### config.mk
export PLATFORM = sky130hd
export DESIGN_NAME = pcie_param_fifo
export DESIGN_NICKNAME = d
export VERILOG_FILES = /design/src/rtl/pcie_fifo_pkg.sv /design/src/rtl/pcie_fifo_flags.sv /design/src/rtl/pcie_param_fifo.sv
export SDC_FILE = /design/constraint.sdc
export NUM_CORES = 1
export LEC_CHECK = 0
export BUFFER_PORTS_ARGS = -buffer_cell sky130_fd_sc_hd__buf_2
export CAP_MARGIN = 0
export CORE_MARGIN = 10
export CORE_UTILIZATION = 55
export CTS_BUF_LIST = sky130_fd_sc_hd__clkbuf_2
export CTS_CLUSTER_DIAMETER = 150
export DETAILED_ROUTE_END_ITERATION = 12
export PLACE_DENSITY = 0.87
export SYNTH_ARGS = -nofsm -noshare
export SYNTH_HDL_FRONTEND = slang
export SYNTH_HIERARCHICAL = 1
export SYNTH_SLANG_ARGS = --single-unit
### constraint.sdc
create_clock -name clk -period 3.3 [get_ports clk]
set_input_delay 0.495 -clock clk [delete_from_list [all_inputs] [get_ports clk]]
set_output_delay 0.495 -clock clk [all_outputs]
set_load 0.05 [all_outputs]
### src/rtl/pcie_fifo_pkg.sv
// Shared definitions for the parametrised PCIe lane FIFO.
// Holds the depth and count-width helpers and the bit positions of the
// status bus that the lane controller assembles from the FIFO flags.
package pcie_fifo_pkg;

  localparam int unsigned DEF_DATA_WIDTH = 6;
  localparam int unsigned DEF_ADDR_WIDTH = 2;
  localparam int unsigned DEPTH          = 1 << DEF_ADDR_WIDTH;
  localparam int unsigned CNT_WIDTH      = DEF_ADDR_WIDTH + 1;

  // Status bus bit indices
  localparam int unsigned FULL         = 0;
  localparam int unsigned EMPTY        = 1;
  localparam int unsigned AFULL        = 2;
  localparam int unsigned AEMPTY       = 3;
  localparam int unsigned OVF          = 4;
  localparam int unsigned UDF          = 5;
  localparam int unsigned STATUS_WIDTH = 6;

  // Number of entries for a given address width
  function automatic int unsigned fifo_depth(input int unsigned addr_width);
    return 1 << addr_width;
  endfunction

  // Occupancy counter width: one extra bit so DEPTH itself is representable
  function automatic int unsigned fifo_cnt_width(input int unsigned addr_width);
    return addr_width + 1;
  endfunction

endpackage

### src/rtl/pcie_fifo_flags.sv
// Combinational occupancy flags for the PCIe lane FIFO.
// Ports: cnt (registered occupancy), umbral_low / umbral_high (thresholds),
// init (active-low soft clear, forces reset values), full/empty/almost flags.
module pcie_fifo_flags
  import pcie_fifo_pkg::*;
#(
  parameter int unsigned ADDR_WIDTH = DEF_ADDR_WIDTH
) (
  input  logic [ADDR_WIDTH:0] cnt,
  input  logic [ADDR_WIDTH:0] umbral_low,
  input  logic [ADDR_WIDTH:0] umbral_high,
  input  logic                init,
  output logic                full_c,
  output logic                empty_c,
  output logic                afull_c,
  output logic                aempty_c
);

  localparam int unsigned CW         = fifo_cnt_width(ADDR_WIDTH);
  localparam int unsigned FIFO_DEPTH = fifo_depth(ADDR_WIDTH);

  logic [CW-1:0] afull_thr;

  // Thresholds at or beyond DEPTH saturate to zero so every non-full count qualifies
  always_comb begin
    afull_thr = '0;
    if (umbral_high < CW'(FIFO_DEPTH)) begin
      afull_thr = CW'(FIFO_DEPTH) - umbral_high;
    end
    full_c   = init & (cnt == CW'(FIFO_DEPTH));
    empty_c  = ~init | (cnt == '0);
    afull_c  = init & (umbral_high != '0) & (cnt >= afull_thr) & (cnt < CW'(FIFO_DEPTH));
    aempty_c = init & (umbral_low != '0) & (cnt != '0) & (cnt <= umbral_low);
  end

endmodule

### src/rtl/pcie_param_fifo.sv
// Parametrised synchronous FIFO between byte striping and a lane serialiser.
// Ports: clk, reset_L (async active-low), init (sync active-low clear),
// wr_enable/data_in (push), rd_enable (pop), data_out/valid_out (read data),
// umbral_low/umbral_high (thresholds), full/empty/almost flags,
// sticky overflow_err/underflow_err, fifo_cnt (occupancy).
// Build option: define PCIE_FIFO_FWFT_EN for first-word-fall-through reads.
module pcie_param_fifo
  import pcie_fifo_pkg::*;
#(
  parameter int unsigned DATA_WIDTH = DEF_DATA_WIDTH,
  parameter int unsigned ADDR_WIDTH = DEF_ADDR_WIDTH
) (
  input  logic                  clk,
  input  logic                  reset_L,
  input  logic                  init,
  input  logic                  wr_enable,
  input  logic                  rd_enable,
  input  logic [DATA_WIDTH-1:0] data_in,
  input  logic [ADDR_WIDTH:0]   umbral_low,
  input  logic [ADDR_WIDTH:0]   umbral_high,
  output logic [DATA_WIDTH-1:0] data_out,
  output logic                  valid_out,
  output logic                  full_fifo,
  output logic                  empty_fifo,
  output logic                  almost_full_fifo,
  output logic                  almost_empty_fifo,
  output logic                  overflow_err,
  output logic                  underflow_err,
  output logic [ADDR_WIDTH:0]   fifo_cnt
);

  localparam int unsigned CW         = fifo_cnt_width(ADDR_WIDTH);
  localparam int unsigned FIFO_DEPTH = fifo_depth(ADDR_WIDTH);

  logic [DATA_WIDTH-1:0] mem_q [FIFO_DEPTH];
  logic [ADDR_WIDTH-1:0] wr_ptr_q, wr_ptr_d;
  logic [ADDR_WIDTH-1:0] rd_ptr_q, rd_ptr_d;
  logic [CW-1:0]         cnt_q, cnt_d;
  logic                  ovf_q, ovf_d;
  logic                  udf_q, udf_d;
  logic                  rd_acc_c, wr_acc_c;

  pcie_fifo_flags #(
    .ADDR_WIDTH (ADDR_WIDTH)
  ) u_flags (
    .cnt         (cnt_q),
    .umbral_low  (umbral_low),
    .umbral_high (umbral_high),
    .init        (init),
    .full_c      (full_fifo),
    .empty_c     (empty_fifo),
    .afull_c     (almost_full_fifo),
    .aempty_c    (almost_empty_fifo)
  );

  // A write at full only goes through when a read frees a slot in the same cycle
  assign rd_acc_c = init & rd_enable & ~empty_fifo;
  assign wr_acc_c = init & wr_enable & (~full_fifo | rd_acc_c);

  // Storage is intentionally left uninitialised
  always_ff @(posedge clk) begin
    if (wr_acc_c) begin
      mem_q[wr_ptr_q] <= data_in;
    end
  end

`ifdef PCIE_FIFO_FWFT_EN
  // Head word is presented directly; rd_enable acknowledges it
  assign data_out  = empty_fifo ? '0 : mem_q[rd_ptr_q];
  assign valid_out = ~empty_fifo;
`else
  logic [DATA_WIDTH-1:0] dout_q, dout_d;
  logic                  valid_q, valid_d;

  always_comb begin
    dout_d  = '0;
    valid_d = 1'b0;
    if (rd_acc_c) begin
      dout_d  = mem_q[rd_ptr_q];
      valid_d = 1'b1;
    end
  end

  always_ff @(posedge clk or negedge reset_L) begin
    if (!reset_L) begin
      dout_q  <= '0;
      valid_q <= 1'b0;
    end else begin
      dout_q  <= dout_d;
      valid_q <= valid_d;
    end
  end

  assign data_out  = dout_q;
  assign valid_out = valid_q;
`endif

  // Pointer, occupancy and sticky error update; init clears everything
  always_comb begin
    wr_ptr_d = wr_ptr_q;
    rd_ptr_d = rd_ptr_q;
    cnt_d    = cnt_q;
    ovf_d    = ovf_q;
    udf_d    = udf_q;
    if (!init) begin
      wr_ptr_d = '0;
      rd_ptr_d = '0;
      cnt_d    = '0;
      ovf_d    = 1'b0;
      udf_d    = 1'b0;
    end else begin
      if (wr_acc_c) wr_ptr_d = wr_ptr_q + ADDR_WIDTH'(1);
      if (rd_acc_c) rd_ptr_d = rd_ptr_q + ADDR_WIDTH'(1);
      cnt_d = cnt_q + CW'(wr_acc_c) - CW'(rd_acc_c);
      if (wr_enable & full_fifo & ~rd_acc_c) ovf_d = 1'b1;
      // A read paired with a write into an empty FIFO is not an underflow
      if (rd_enable & empty_fifo & ~wr_enable) udf_d = 1'b1;
    end
  end

  always_ff @(posedge clk or negedge reset_L) begin
    if (!reset_L) begin
      wr_ptr_q <= '0;
      rd_ptr_q <= '0;
      cnt_q    <= '0;
      ovf_q    <= 1'b0;
      udf_q    <= 1'b0;
    end else begin
      wr_ptr_q <= wr_ptr_d;
      rd_ptr_q <= rd_ptr_d;
      cnt_q    <= cnt_d;
      ovf_q    <= ovf_d;
      udf_q    <= udf_d;
    end
  end

  assign overflow_err  = ovf_q;
  assign underflow_err = udf_q;
  assign fifo_cnt      = cnt_q;

endmodule

# Word-level counts from Yosys, hierarchy flattened
# Memories as Yosys holds them, arrays and structs flattened.
# Index checks and enable logic that the tools add are counted.
[word_totals] register_bits=16 ram_bits=24 wordCells=62 n_memories=1
[classes] add_sub_neg=5 magnitude_cmp=4 n_eq_ne=5 muxes=14 n_bitwise=22 reduce_logical=4
[mem_list] name="mem_q" depth=4 width=6 rd=1 rd_ports_with_merged_regs=0 wr=1 line="pcie_param_fifo.sv:35" source="logic [DATA_WIDTH-1:0] mem_q [FIFO_DEPTH];"
[op_table] op="$and 1x1->1" count=15
[op_table] op="$reduce_bool 3->1" count=3
[op_table] op="$mux 2" count=4
[op_table] op="$ne 2x1->1 const B" count=4
[op_table] op="$mux 1" count=7
[op_table] op="$lt 3x3->1 const B" count=2
[op_table] op="$mux 3" count=2
[op_table] op="$mux 6" count=1
[op_table] op="$not 1->1" count=5
[op_table] op="$add 2x1->2 const B" count=2
[op_table] op="$add 3x1->3" count=1
[op_table] op="$eq 3x3->1 const B" count=1
[op_table] op="$ge 3x3->1" count=1
[op_table] op="$le 3x3->1" count=1
[op_table] op="$logic_not 3->1" count=1
[op_table] op="$sub 3x1->3" count=1
[op_table] op="$sub 3x3->3 const A" count=1
[op_table] op="$or 1x1->1" count=2

# Logic depth before layout (Yosys ltp)
# Gate-level depths: netlist of run 1.
[logic_depth] word_depth=9 ltp_mapped=11 depth_no_buf=11

# Modules after synthesis
# Netlist of run 1, hierarchy kept.
[by_module_without_submodules] module="pcie_param_fifo" n_inst=1 cells_per_inst=97 area_each_um2=1624.1 seq_area_each_um2=1121.1
[by_module_without_submodules] module="pcie_fifo_flags" n_inst=1 cells_per_inst=36 area_each_um2=247.7 seq_area_each_um2=0.0

# Worst setup path after synthesis of run 1
# Ideal clock, no wire load.
[synth_path] kind="register to register" start="register cnt_q[2], in the netlist fifo_cnt[2]" end="register cnt_q[2], in the netlist fifo_cnt[2]" setup_time_ns=0.119 t_arrival_ns=3.431 setup_slack_ns=-0.250 path_stages_with_launch=12 n_path_buf=0 path_cell_list="dfrtp_1 -> nand2_1 -> nor3_1 -> a21oi_2 -> inv_1 -> ha_1 -> inv_1 -> ha_1 -> inv_1 -> fa_1 -> xnor2_1 -> and2_1"
[synth_lines] item="start, declared" line="pcie_param_fifo.sv:38" source="logic [CW-1:0] cnt_q, cnt_d;"
[synth_lines] item="start signal, assigned" line="pcie_param_fifo.sv:131" source="cnt_q <= cnt_d;"
[synth_lines] item="$eq 3x3->1" line="pcie_fifo_flags.sv:30" source="full_c = init & (cnt == CW'(FIFO_DEPTH));"
[synth_lines] item="$and 1x1->1" line="pcie_fifo_flags.sv:30"
[synth_lines] item="via full_fifo" line="pcie_param_fifo.sv:23" source="output logic full_fifo,"
[synth_lines] item="$not 1->1" line="pcie_param_fifo.sv:58" source="assign wr_acc_c = init & wr_enable & (~full_fifo | rd_acc_c);"
[synth_lines] item="$or 1x1->1" line="pcie_param_fifo.sv:58"
[synth_lines] item="$and 1x1->1" line="pcie_param_fifo.sv:58"
[synth_lines] item="$add 3x1->3" line="pcie_param_fifo.sv:114" source="cnt_d = cnt_q + CW'(wr_acc_c) - CW'(rd_acc_c);"
[synth_lines] item="$sub 3x1->3" line="pcie_param_fifo.sv:114"
[synth_lines] item="$mux 3" line="pcie_param_fifo.sv:105" source="if (!init) begin"
[synth_lines] item="via cnt_d[2]" line="pcie_param_fifo.sv:38"
# The timed path passes the listed nets, and every way through them passes these cells.
# A chain may end at the register's enable or synchronous reset.

# Final worst setup path of run 1
[layout_path] start="input port umbral_high[0]" end="output port almost_full_fifo"
[layout_between] elab_chain_cells=5
[layout_rtl] item="start, declared" line="pcie_param_fifo.sv:20" source="input logic [ADDR_WIDTH:0] umbral_high,"
[layout_rtl] item="$sub 3x3->3 / $lt 3x3->1 (equally long branches)" line="pcie_fifo_flags.sv:28, pcie_fifo_flags.sv:27"
[layout_rtl] item="$mux 3" line="pcie_fifo_flags.sv:27" source="if (umbral_high < CW'(FIFO_DEPTH)) begin"
[layout_rtl] item="$ge 3x3->1" line="pcie_fifo_flags.sv:32" source="afull_c = init & (umbral_high != '0) & (cnt >= afull_thr) & (cnt < CW'(FIFO_DEPTH));"
[layout_rtl] item="$and 1x1->1 (*) (2 in a row)" line="pcie_fifo_flags.sv:32"
[layout_rtl] item="end, declared" line="pcie_param_fifo.sv:25" source="output logic almost_full_fifo,"
# Mark *: on every way between the ends. The rest lies on a longest branch, timed or not.

==> run_results.csv, run 1 <==
group,metric,value,unit
outcome,status,"complete, no violations",
clocking,cts-root-to-sink-buffers,2,
worst_setup_path,worstPathRequired,2.80,ns
power_and_ir_drop,power.leakage,0.970,nW
sta,timing_hold_violations_final,0,
drt,total_via_count_in_the_routed_design,1103,
power_and_ir_drop,cellPowerDensity,580,mW/mm²
power_and_ir_drop,switching_share,0.343,
clocking,clock_sink_count,40,
synth,synth_edf_count,24,
drt,route.antenna.remaining_nets,0,
clocking,clk_transition_reported_paths,0.20,ns
drt,drc_errors,0,
worst_setup_path,max_stage_delay,0.37,ns
synth,synth_top_cells_by_area,"edfxtp_1, dfrtp_1, ha_1",
synth,synth_top_flop_cell,"edfxtp_1",
sta,finalCriticalPeriod,2.81,ns
global_route,grt_use_total,0.120,
global_route,grt-ovfl-total,0,
clocking,post-cts-setup-buffers,0,
sta,grt_setup_unrepaired,"no",
sta,max_slew.worst_pin.slew,0.453,ns
floorplanning,ios,33,
cells_and_area,layout-area-overhead-vs-synth,14.7,%
sta,setup_tns,0,ns
synth,avgSynthCellArea,14.1,µm²
power_and_ir_drop,combinationalPowerShare,0.278,
sta,timing.clock.skew,0.0179,ns
worst_setup_path,critPathMaxFanout,2,
floorplanning,core,0.00331,mm²
synth,seq_area_frac_synth,0.599,
synth,yosys_warnings,6,
global_route,grt_first_pass_wirelength,5590,µm
drt,wl_per_cell,16.0,µm
placed_design,detailed_place_hpwl,2710,µm
clocking,clkLatencyLatePin,0.41,ns
global_route,first_global_vias,1144,
floorplanning,die_area,0.00614,mm²
worst_setup_path,setup.worst_path.start_class,"primary input",
worst_setup_path,criticalPathCategory,"in2out",
cells_and_area,nets,202,
power_and_ir_drop,power_report.internal_total,0.818,mW
clocking,cts-hold-fix-buffers,1,
synth,synth_top_cell_by_area,"edfxtp_1",
drt,first_drt_iteration_drcs,52,
sta,slew_viol_final,0,
placed_design,finalWeightedCongestion,0.726,
power_and_ir_drop,clkPwrFrac,0.230,
synth,synth_cells,133,
floorplanning,start_util,0.565,
synth,synth_top_cell_area_share,0.385,
drt,detail_route.first_pass.iterations,5,
drt,viasPerCell,5.11,
synth,most_used_standard_cell_by_instance_count_after_synthesis,"edfxtp_1",
clocking,tritoncts_clock_tree,"yes",
run,drv_cap,0,
synth,synth.net_count,166,
worst_setup_path,endpoint_kind_of_the_worst_setup_timing_path,"primary output",
synth,synth.cell_area,0.00187,mm²
power_and_ir_drop,net_sw_power,0.427,mW
synth,ff_latch_count_synth,40,
min_path,hold_class,"in2reg",
placed_design,port_buffers,32,
global_route,largest_net_degree_at_the_start_of_global_routing,17,
worst_setup_path,worstPathArrival,2.32,ns
clocking,cts_repair_resize_count,0,
cells_and_area,antenna_cells_inserted,0,
sta,timing.final.setup_violations,0,
clocking,clock_tree.htree_level_count,2,
synth,ys_async_sr_fraction,0.400,
power_and_ir_drop,post-layout-total-power,1.25,mW
synth,post_synth_most_frequent_cells,"edfxtp_1, dfrtp_1, ha_1",
cells_and_area,filler_cell_count,242,
sta,fmax,0.356,GHz
sta,period_share,0.852,
floorplanning,placementRows,21,
worst_setup_path,reg2reg_slack,0.73,ns
worst_setup_path,crit_path_cell_trace,"buf_2, inv_1, ha_1, ha_1, or3_1, ha_1, o211ai_1, a21oi_1, buf_2",
floorplanning,die_height,78.3,µm
synth,synth_cell_types,30,
drt,finalWirelength,3460,µm
clocking,numCtsBuffers,5,
sta,timing.slew.headroom,0.698,
cells_and_area,drive_gt1_frac,0.294,
worst_setup_path,cpMaxStageDelayCell,"or3_1",
worst_setup_path,path_common_cell,"ha_1",
power_and_ir_drop,seq_power_share,0.492,
global_route,initial_antenna_violation_count,0,
clocking,root_buffer,"clkbuf_2",
floorplanning,die_w,78.3,µm
power_and_ir_drop,vdd_ir_drop_max,0.000350,V
-- metrics by stage --
step / cell area, µm² / util / cells / hold WS [ns] / worst slack [ns]
2_1_floorplan: 1880 / - / 133 / 0.199 / 0.0605
3_3_place_gp: 2070 / 0.625 / 207 / 0.419 / 0.612
3_5_place_dp: 2070 / 0.625 / 207 / 0.429 / 0.512
4_1_cts: 2150 / 0.649 / 216 / 0.280 / 0.499
5_1_grt: 2150 / 0.649 / 216 / 0.257 / 0.390
6_report: 2150 / 0.649 / 216 / 0.293 / 0.490
-- final timing paths --
| check | from | to | depth (start not counted) |
|---|---|---|---|
| setup / recovery | umbral_high[0] | almost_full_fifo | 9 |
| hold / removal | data_in[2] | mem_q[1][2]$_DFFE_PP_ | 1 |
| setup reg to reg | fifo_cnt[2]$_DFF_PN0_ | fifo_cnt[2]$_DFF_PN0_ | 9 |
| hold reg to reg | underflow_err$_DFFE_PN0P_ | underflow_err$_DFFE_PN0P_ | 1 |
| max in group asynchronous | reset_L | overflow_err$_DFFE_PN0P_ | 2 |
| min in group asynchronous | reset_L | data_out[2]$_DFF_PN0_ | 2 |
-- layer usage --
metal,GRT usage,up-vias,share of wire,routed length [µm]
met2,0.218,22,0.55,1900
met4,0.0466,0,0.017,59
met1,0.116,541,0.37,1280
met3,0.0524,6,0.062,214
met5,0,-,0,0
li1,-,534,-,-
-- cell families after synthesis --
group,after synthesis,share of synthesized area
and+or+nand+nor,36,0.102
muxes,9,0.0882
DFF,40,0.599
buffers and inverters,18,0.0414
adders and majority gates,16,0.111
xor gates and xnor gates,2,0.00936
AOI/OAI and AO/OA,12,0.0488
-- power groups by stage --
stage | sequential, mW | clock (mW) | combinational (mW)
after floorplan | 0.667 | 0 | 0.211
after detailed placement | 0.624 | 0 | 0.347
after global placement | 0.621 | 0 | 0.328
after global routing | 0.620 | 0.311 | 0.376
after CTS | 0.613 | 0.289 | 0.350
final | 0.613 | 0.287 | 0.346
-- cells in the final DEF, fill, tap and decap left out --
cell type / instances
a211oi_1: 1
a21boi_0: 1
a21oi_1: 1
a21oi_2: 1
and2_1: 12
and3b_1: 2
buf_2: 32
bufinv_16: 1
clkbuf_2: 5
clkinv_1: 1
clkinv_4: 1
dfrtp_1: 16
dlygate4sd3_1: 1
edfxtp_1: 24
fa_1: 1
ha_1: 15
inv_1: 14
mux2i_1: 3
mux4_2: 6
nand2_1: 9
nand2b_1: 1
nand3_1: 1
nor2_1: 5
nor2b_1: 2
nor3_1: 1
nor3_2: 1
o211ai_1: 1
o21a_1: 3
o21ai_0: 2
o21ba_2: 1
o31ai_2: 1
or2_2: 1
or3_1: 1
xnor2_1: 2
-- cell type report --
type / instances / area [µm²] / share of cell area
inverters: 14 / 52.6 / 0.0245
repair buffers: 33 / 170 / 0.0793
clock inverters: 3 / 42.5 / 0.0198
clock buffers: 5 / 25.0 / 0.0117
well taps: 46 / 57.6 / 0.0268
multi-input cells: 75 / 678 / 0.316
flip-flops and latches: 40 / 1120 / 0.522
-- flip-flops by register name, summed over array words and instances (netlist names) --
register       flops
overflow_err       1
rd_ptr_q           2
wr_ptr_q           2
data_out           6
mem_q             24
valid_out          1
fifo_cnt           3
underflow_err      1
-- critical path, delay by kind of cell --
| kind | cells | cell delay (ns) |
|---|---|---|
| simple gates | 1 | 0.37 |
| compound gates | 2 | 0.24 |
| buf+inv | 3 | 0.42 |
| fa+ha+maj | 3 | 0.79 |
Note: power is estimated with default switching activity, not from simulation.
==> inputs of run 2 (changes only) <==
--- a/config.mk
+++ b/config.mk
@@ -9,7 +9,7 @@
 export CAP_MARGIN = 0
 export CORE_MARGIN = 10
 export CORE_UTILIZATION = 55
-export CTS_BUF_LIST = sky130_fd_sc_hd__clkbuf_2
+export CTS_BUF_LIST = sky130_fd_sc_hd__clkbuf_8 sky130_fd_sc_hd__clkbuf_16
 export CTS_CLUSTER_DIAMETER = 150
 export DETAILED_ROUTE_END_ITERATION = 12
 export PLACE_DENSITY = 0.87
==> run 2 against run 1 <==
  * Total power increased by 9.9%
  * Final cell count shrank 0.46%
  * Utilization is 1.3 points higher
  * Critical endpoint unchanged
  * Highest routed layer unchanged
==> run_results.csv, run 2 (synthesis results as in run 1) <==
group,metric,value,unit
outcome,status,"complete, no violations",
global_route,grt_first_pass_wirelength,5590,µm
drt,detail_route.first_pass.iterations,4,
power_and_ir_drop,power.leakage,0.986,nW
drt,route.antenna.remaining_nets,0,
placed_design,detailed_place_hpwl,2710,µm
drt,first_drt_iteration_drcs,128,
placed_design,port_buffers,32,
cells_and_area,registers.top_by_ff_count,"mem_q",
worst_setup_path,endpoint_kind_of_the_worst_setup_timing_path,"primary output",
sta,timing.final.setup_violations,0,
clocking,cts_repair_resize_count,0,
worst_setup_path,timing.rr.start,"fifo_cnt[2]$_DFF_PN0_",
worst_setup_path,worstPathArrival,2.32,ns
power_and_ir_drop,switching_share,0.315,
floorplanning,die_w,78.3,µm
cells_and_area,max_reg_flops,24,
cells_and_area,drive_gt1_frac,0.302,
drt,wl_per_cell,16.0,µm
clocking,clkLatencyLatePin,0.29,ns
worst_setup_path,cpMaxStageDelayCell,"or3_1",
sta,grt_setup_unrepaired,"no",
min_path,hold_class,"in2async",
worst_setup_path,worstPathRequired,2.80,ns
sta,period_share,0.854,
worst_setup_path,setup.worst_path.end,"almost_full_fifo",
clocking,tritoncts_clock_tree,"yes",
clocking,numCtsBuffers,5,
clocking,clk_transition_reported_paths,0.08,ns
power_and_ir_drop,combinationalPowerShare,0.252,
sta,max_slew.worst_pin.slew,0.463,ns
cells_and_area,filler_cell_count,231,
cells_and_area,multiInputGateArea,678,µm²
global_route,grt-ovfl-total,0,
floorplanning,core,0.00331,mm²
cells_and_area,layout_commonest_cell,"buf_2",
drt,total_via_count_in_the_routed_design,1095,
sta,timing.clock.skew,0.00654,ns
floorplanning,die_height,78.3,µm
floorplanning,ios,33,
global_route,grt_use_total,0.118,
cells_and_area,antenna_cells_inserted,0,
global_route,initial_antenna_violation_count,0,
worst_setup_path,path_common_cell,"ha_1",
placed_design,worst_slack_after_detailed_placement,0.512,ns
floorplanning,placementRows,21,
power_and_ir_drop,cellPowerDensity,625,mW/mm²
clocking,clock_sink_count,40,
worst_setup_path,reg2reg_slack,0.76,ns
sta,setup_tns,0,ns
cells_and_area,layout.area.seq,0.00112,mm²
worst_setup_path,criticalPathCategory,"in2out",
sta,slew_viol_final,0,
clocking,root_buffer,"clkbuf_8",
drt,viasPerCell,5.09,
worst_setup_path,crit_path_cell_trace,"buf_2, inv_1, ha_1, ha_1, or3_1, ha_1, o211ai_1, a21oi_1, buf_2",
worst_setup_path,worstReg2RegEnd,"fifo_cnt[2]$_DFF_PN0_",
drt,finalWirelength,3440,µm
cells_and_area,layout-area-overhead-vs-synth,17.0,%
floorplanning,start_util,0.565,
power_and_ir_drop,net_sw_power,0.432,mW
global_route,largest_net_degree_at_the_start_of_global_routing,17,
clocking,cts-root-to-sink-buffers,2,
worst_setup_path,max_stage_delay,0.37,ns
worst_setup_path,critPathLaunch,"umbral_high[0]",
clocking,post-cts-setup-buffers,0,
power_and_ir_drop,seq_power_share,0.448,
cells_and_area,layout.core_utilization,0.662,
worst_setup_path,critPathMaxFanout,2,
power_and_ir_drop,vdd_ir_drop_max,0.000320,V
clocking,clock_tree.htree_level_count,2,
power_and_ir_drop,power_report.internal_total,0.937,mW
sta,finalCriticalPeriod,2.82,ns
worst_setup_path,setup.worst_path.start_class,"primary input",
sta,timing.slew.headroom,0.691,
clocking,cts-hold-fix-buffers,0,
worst_setup_path,r2r.worst_path.cells,9,
cells_and_area,nets,201,
floorplanning,die_area,0.00614,mm²
drt,drc_errors,0,
power_and_ir_drop,clkPwrFrac,0.300,
sta,fmax,0.355,GHz
placed_design,finalWeightedCongestion,0.726,
sta,finalWorstSetupSlack,0.483,ns
sta,timing_hold_violations_final,0,
global_route,first_global_vias,1160,
cells_and_area,layout.cells.most_common_list,"buf_2, edfxtp_1, dfrtp_1",
run,drv_cap,0,
sta,fin_hold_ws,0.106,ns
run 2: layer usage:
layer  GRT usage  vias to the layer above  part of all wire
met1       0.117                      534              0.37
met4      0.0520                        0             0.015
met2       0.217                       23              0.56
met3      0.0399                        5             0.056
met5           0                        -                 0
li1            -                      533                 -
run 2: power by group through the flow:
| stage | sequential, mW | clock [mW] | combinational, mW |
|---|---|---|---|
| final | 0.613 | 0.411 | 0.345 |
| after global routing | 0.620 | 0.439 | 0.374 |
| after CTS | 0.613 | 0.419 | 0.347 |
| after detailed placement | 0.624 | 0 | 0.347 |
| after global placement | 0.621 | 0 | 0.328 |
| after floorplan | 0.667 | 0 | 0.211 |
run 2: layout make-up:
class,instances,share of cell area
clock inverter,2,0.0177
timing repair buffer,32,0.0731
tap,46,0.0263
inverter,14,0.0240
clock buffer,6,0.0377
multi-input combinational,75,0.310
sequential,40,0.512
run 2: worst min-delay path by stage:
stage,endpoint,from,slack [ns]
after floorplan,data_out[0]$_DFF_PN0_,reset_L,0.20
after global placement,valid_out$_DFF_PN0_,reset_L,0.42
after detailed placement,data_out[1]$_DFF_PN0_,reset_L,0.43
after CTS,data_out[2]$_DFF_PN0_,reset_L,0.11
after global routing,data_out[2]$_DFF_PN0_,reset_L,0.13
final,data_out[2]$_DFF_PN0_,reset_L,0.11
run 2: critical path: cells and delay by family:
kind                     cells  cell delay, ns
adder cells (fa/ha/maj)      3            0.78
buffers and inverters        3            0.42
AND/OR/NAND/NOR              1            0.37
AO/OA/AOI/OAI                2            0.24
run 2: through the flow:
step	power, mW	cells	instance area [µm²]
final	1.37	215	2190
after global placement	0.949	207	2070
after global routing	1.43	215	2190
after floorplan	0.877	133	1880
after CTS	1.38	215	2190
after detailed placement	0.971	207	2070
==> inputs of run 3 (changes only) <==
--- a/config.mk
+++ b/config.mk
@@ -5,6 +5,7 @@
 export SDC_FILE = /design/constraint.sdc
 export NUM_CORES = 1
 export LEC_CHECK = 0
+export ABC_AREA = 1
 export BUFFER_PORTS_ARGS = -buffer_cell sky130_fd_sc_hd__buf_2
 export CAP_MARGIN = 0
 export CORE_MARGIN = 10
@@ -12,7 +13,7 @@
 export CTS_BUF_LIST = sky130_fd_sc_hd__clkbuf_8 sky130_fd_sc_hd__clkbuf_16
 export CTS_CLUSTER_DIAMETER = 150
 export DETAILED_ROUTE_END_ITERATION = 12
-export PLACE_DENSITY = 0.87
+export PLACE_DENSITY = 0.86
 export SYNTH_ARGS = -nofsm -noshare
 export SYNTH_HDL_FRONTEND = slang
 export SYNTH_HIERARCHICAL = 1
==> run 3 against run 2 <==
  * Sequential power down 3%
  * Via count up 23%
  * Critical endpoint unchanged
  * Fmax up 7.9%
  * First-iteration DRC count down 3.9%
  * Sequential share of layout area down 1.3 points
  * Critical path type unchanged
  * Register-to-register slack better by 0.04 ns
  * Highest routed layer unchanged
  * Die area up 3.8%
  * Cell area up 2.6%
  * Critical path depth up 2
==> run_results.csv, run 3 <==
group,metric,value,unit
synth,ys_async_sr_fraction,0.400,
worst_setup_path,max_stage_delay,0.30,ns
cells_and_area,registers.top_by_ff_count,"mem_q",
sta,period_share,0.791,
synth,ff_latch_count_synth,40,
synth,synth_top_cell_by_area,"edfxtp_1",
clocking,clk_transition_reported_paths,0.08,ns
global_route,first_global_vias,1303,
power_and_ir_drop,vdd_ir_drop_max,0.000314,V
drt,drc_errors,0,
floorplanning,placementRows,21,
synth,post_synth_most_frequent_cells,"nand2_1, inv_1, edfxtp_1, nor2_1, dfrtp_1",
synth,synth_top_cells_by_area,"edfxtp_1, dfrtp_1, ha_1",
worst_setup_path,worstPathRequired,2.80,ns
placed_design,finalWeightedCongestion,0.773,
drt,viasPerCell,4.88,
clocking,clkLatencyLatePin,0.29,ns
cells_and_area,nets,263,
clocking,cts_repair_resize_count,0,
synth,synth_top_flop_cell,"edfxtp_1",
cells_and_area,layout.cells.most_common_list,"nand2_1, buf_2, inv_1",
clocking,cts-root-to-sink-buffers,2,
synth,most_used_standard_cell_by_instance_count_after_synthesis,"nand2_1",
clocking,clock_sink_count,40,
synth,synth_edf_count,24,
global_route,grt-ovfl-total,0,
synth,synth.net_count,229,
cells_and_area,max_reg_flops,24,
drt,finalWirelength,3500,µm
synth,synth.cell_area,0.00197,mm²
worst_setup_path,critPathMaxFanout,2,
drt,wl_per_cell,12.6,µm
worst_setup_path,r2r.worst_path.cells,15,
sta,finalWorstSetupSlack,0.690,ns
sta,timing.final.setup_violations,0,
drt,total_via_count_in_the_routed_design,1352,
floorplanning,core,0.00339,mm²
sta,timing_hold_violations_final,0,
worst_setup_path,criticalPathCategory,"in2out",
cells_and_area,stdcell_area,0.00225,mm²
clocking,cts-hold-fix-buffers,0,
sta,slew_viol_final,0,
synth,yosys_warnings,6,
global_route,grt_use_total,0.118,
worst_setup_path,path_common_cell,"ha_1",
worst_setup_path,worstPathArrival,2.12,ns
cells_and_area,antenna_cells_inserted,0,
outcome,status,"complete, no violations",
worst_setup_path,cpMaxStageDelayCell,"ha_1",
drt,route.antenna.remaining_nets,0,
run,drv_cap,0,
worst_setup_path,crit_path_cell_trace,"buf_2, inv_1, ha_1, ha_1, nand3b_1, ha_1, nand2_1, inv_1, o21ai_0, a21oi_1, buf_2",
sta,setup_tns,0,ns
cells_and_area,drive_gt1_frac,0.225,
power_and_ir_drop,cellPowerDensity,575,mW/mm²
sta,fmax,0.383,GHz
sta,max_slew.worst_pin.slew,0.625,ns
clocking,post-cts-setup-buffers,0,
synth,synth_cells,196,
sta,timing.slew.headroom,0.582,
worst_setup_path,setup.worst_path.start_class,"primary input",
global_route,grt_first_pass_wirelength,5780,µm
synth,synth_cell_types,21,
synth,avgSynthCellArea,10.0,µm²
clocking,tritoncts_clock_tree,"yes",
placed_design,detailed_place_hpwl,2570,µm
cells_and_area,layout-area-overhead-vs-synth,14.2,%
synth,synth_top_cell_area_share,0.366,
floorplanning,start_util,0.580,
min_path,hold_class,"in2async",
drt,detail_route.first_pass.iterations,4,
sta,grt_setup_unrepaired,"no",
clocking,root_buffer,"clkbuf_8",
sta,timing.clock.skew,0.00566,ns
floorplanning,die_area,0.00637,mm²
placed_design,detailed_place.area,0.00213,mm²
placed_design,worst_slack_after_detailed_placement,0.680,ns
clocking,numCtsBuffers,5,
floorplanning,die_w,79.8,µm
global_route,initial_antenna_violation_count,0,
cells_and_area,layout_commonest_cell,"nand2_1",
placed_design,port_buffers,32,
worst_setup_path,endpoint_kind_of_the_worst_setup_timing_path,"primary output",
sta,fin_hold_ws,0.101,ns
clocking,clock_tree.htree_level_count,2,
drt,first_drt_iteration_drcs,123,
floorplanning,die_height,79.8,µm
power_and_ir_drop,power.leakage,1.13,nW
synth,seq_area_frac_synth,0.570,
global_route,largest_net_degree_at_the_start_of_global_routing,17,
sta,finalCriticalPeriod,2.61,ns
cells_and_area,layout.core_utilization,0.663,
floorplanning,ios,33,
## run 3: cell types whose count changed after synthesis, sizes merged, moves of 3 or more
| cell | before | now |
|---|---|---|
| a21oi | 2 | 10 |
| and2 | 12 | 0 |
| inv | 14 | 29 |
| mux2i | 3 | 0 |
| mux4 | 6 | 0 |
| nand2 | 9 | 43 |
| nand3 | 1 | 9 |
| nor2 | 5 | 30 |
| o21a | 3 | 0 |
| o21ai | 2 | 10 |
## run 3: per-stage QoR
step | instances | power (mW)
finish | 277 | 1.29
global route | 277 | 1.37
floorplan | 196 | 0.833
global placement | 269 | 0.896
CTS | 277 | 1.31
detailed placement | 269 | 0.907
## run 3: cells by family (layout without fill, tap and decap cells)
logic type      after synthesis  count (layout)  share of synthesized area
flops                        40              40                      0.570
compound gates               20              20                     0.0509
buf+inv                      34              69                     0.0821
fa+ha+maj                    16              16                      0.106
xor+xnor                      1               1                    0.00445
simple gates                 85              85                      0.187
## run 3: final timing paths
check | from | slack, ns | to
setup / recovery | umbral_high[0] | 0.69 | almost_full_fifo
hold / removal | reset_L | 0.10 | fifo_cnt[1]$_DFF_PN0_
setup reg to reg | fifo_cnt[1]$_DFF_PN0_ | 0.80 | fifo_cnt[2]$_DFF_PN0_
hold reg to reg | underflow_err$_DFFE_PN0P_ | 0.51 | underflow_err$_DFFE_PN0P_
max in group asynchronous | reset_L | 2.93 | wr_ptr_q[0]$_DFFE_PN0P_
min in group clk | data_in[3] | 0.41 | mem_q[1][3]$_DFFE_PP_
## run 3: power breakdown
group | internal [mW] | switching (mW)
Sequential | 0.563 | 0.0311
Combinational | 0.0866 | 0.214
Clock | 0.228 | 0.170
Total | 0.877 | 0.415
## run 3: critical path, delay by kind of cell
family	cells	cell delay, ns
and+or+nand+nor	2	0.22
buffers and inverters	4	0.43
AOI/OAI and AO/OA	2	0.19
adders and majority gates	3	0.77
## run 3: layout make-up
class / count / area [µm²]
Fill cell: 249 / 1140
Timing Repair Buffer: 32 / 160
Sequential cell: 40 / 1120
Clock inverter: 3 / 46.3
Inverter: 29 / 109
Multi-Input combinational cell: 122 / 684
Tap cell: 46 / 57.6
Clock buffer: 5 / 68.8
## run 3: routing by layer
layer  track usage  part of all wire  vias to the layer above
met1         0.127              0.44                      613
met3        0.0450             0.079                        9
met5             0                 0                        -
met2         0.189              0.46                       39
met4        0.0775             0.025                        0
li1              -                 -                      691
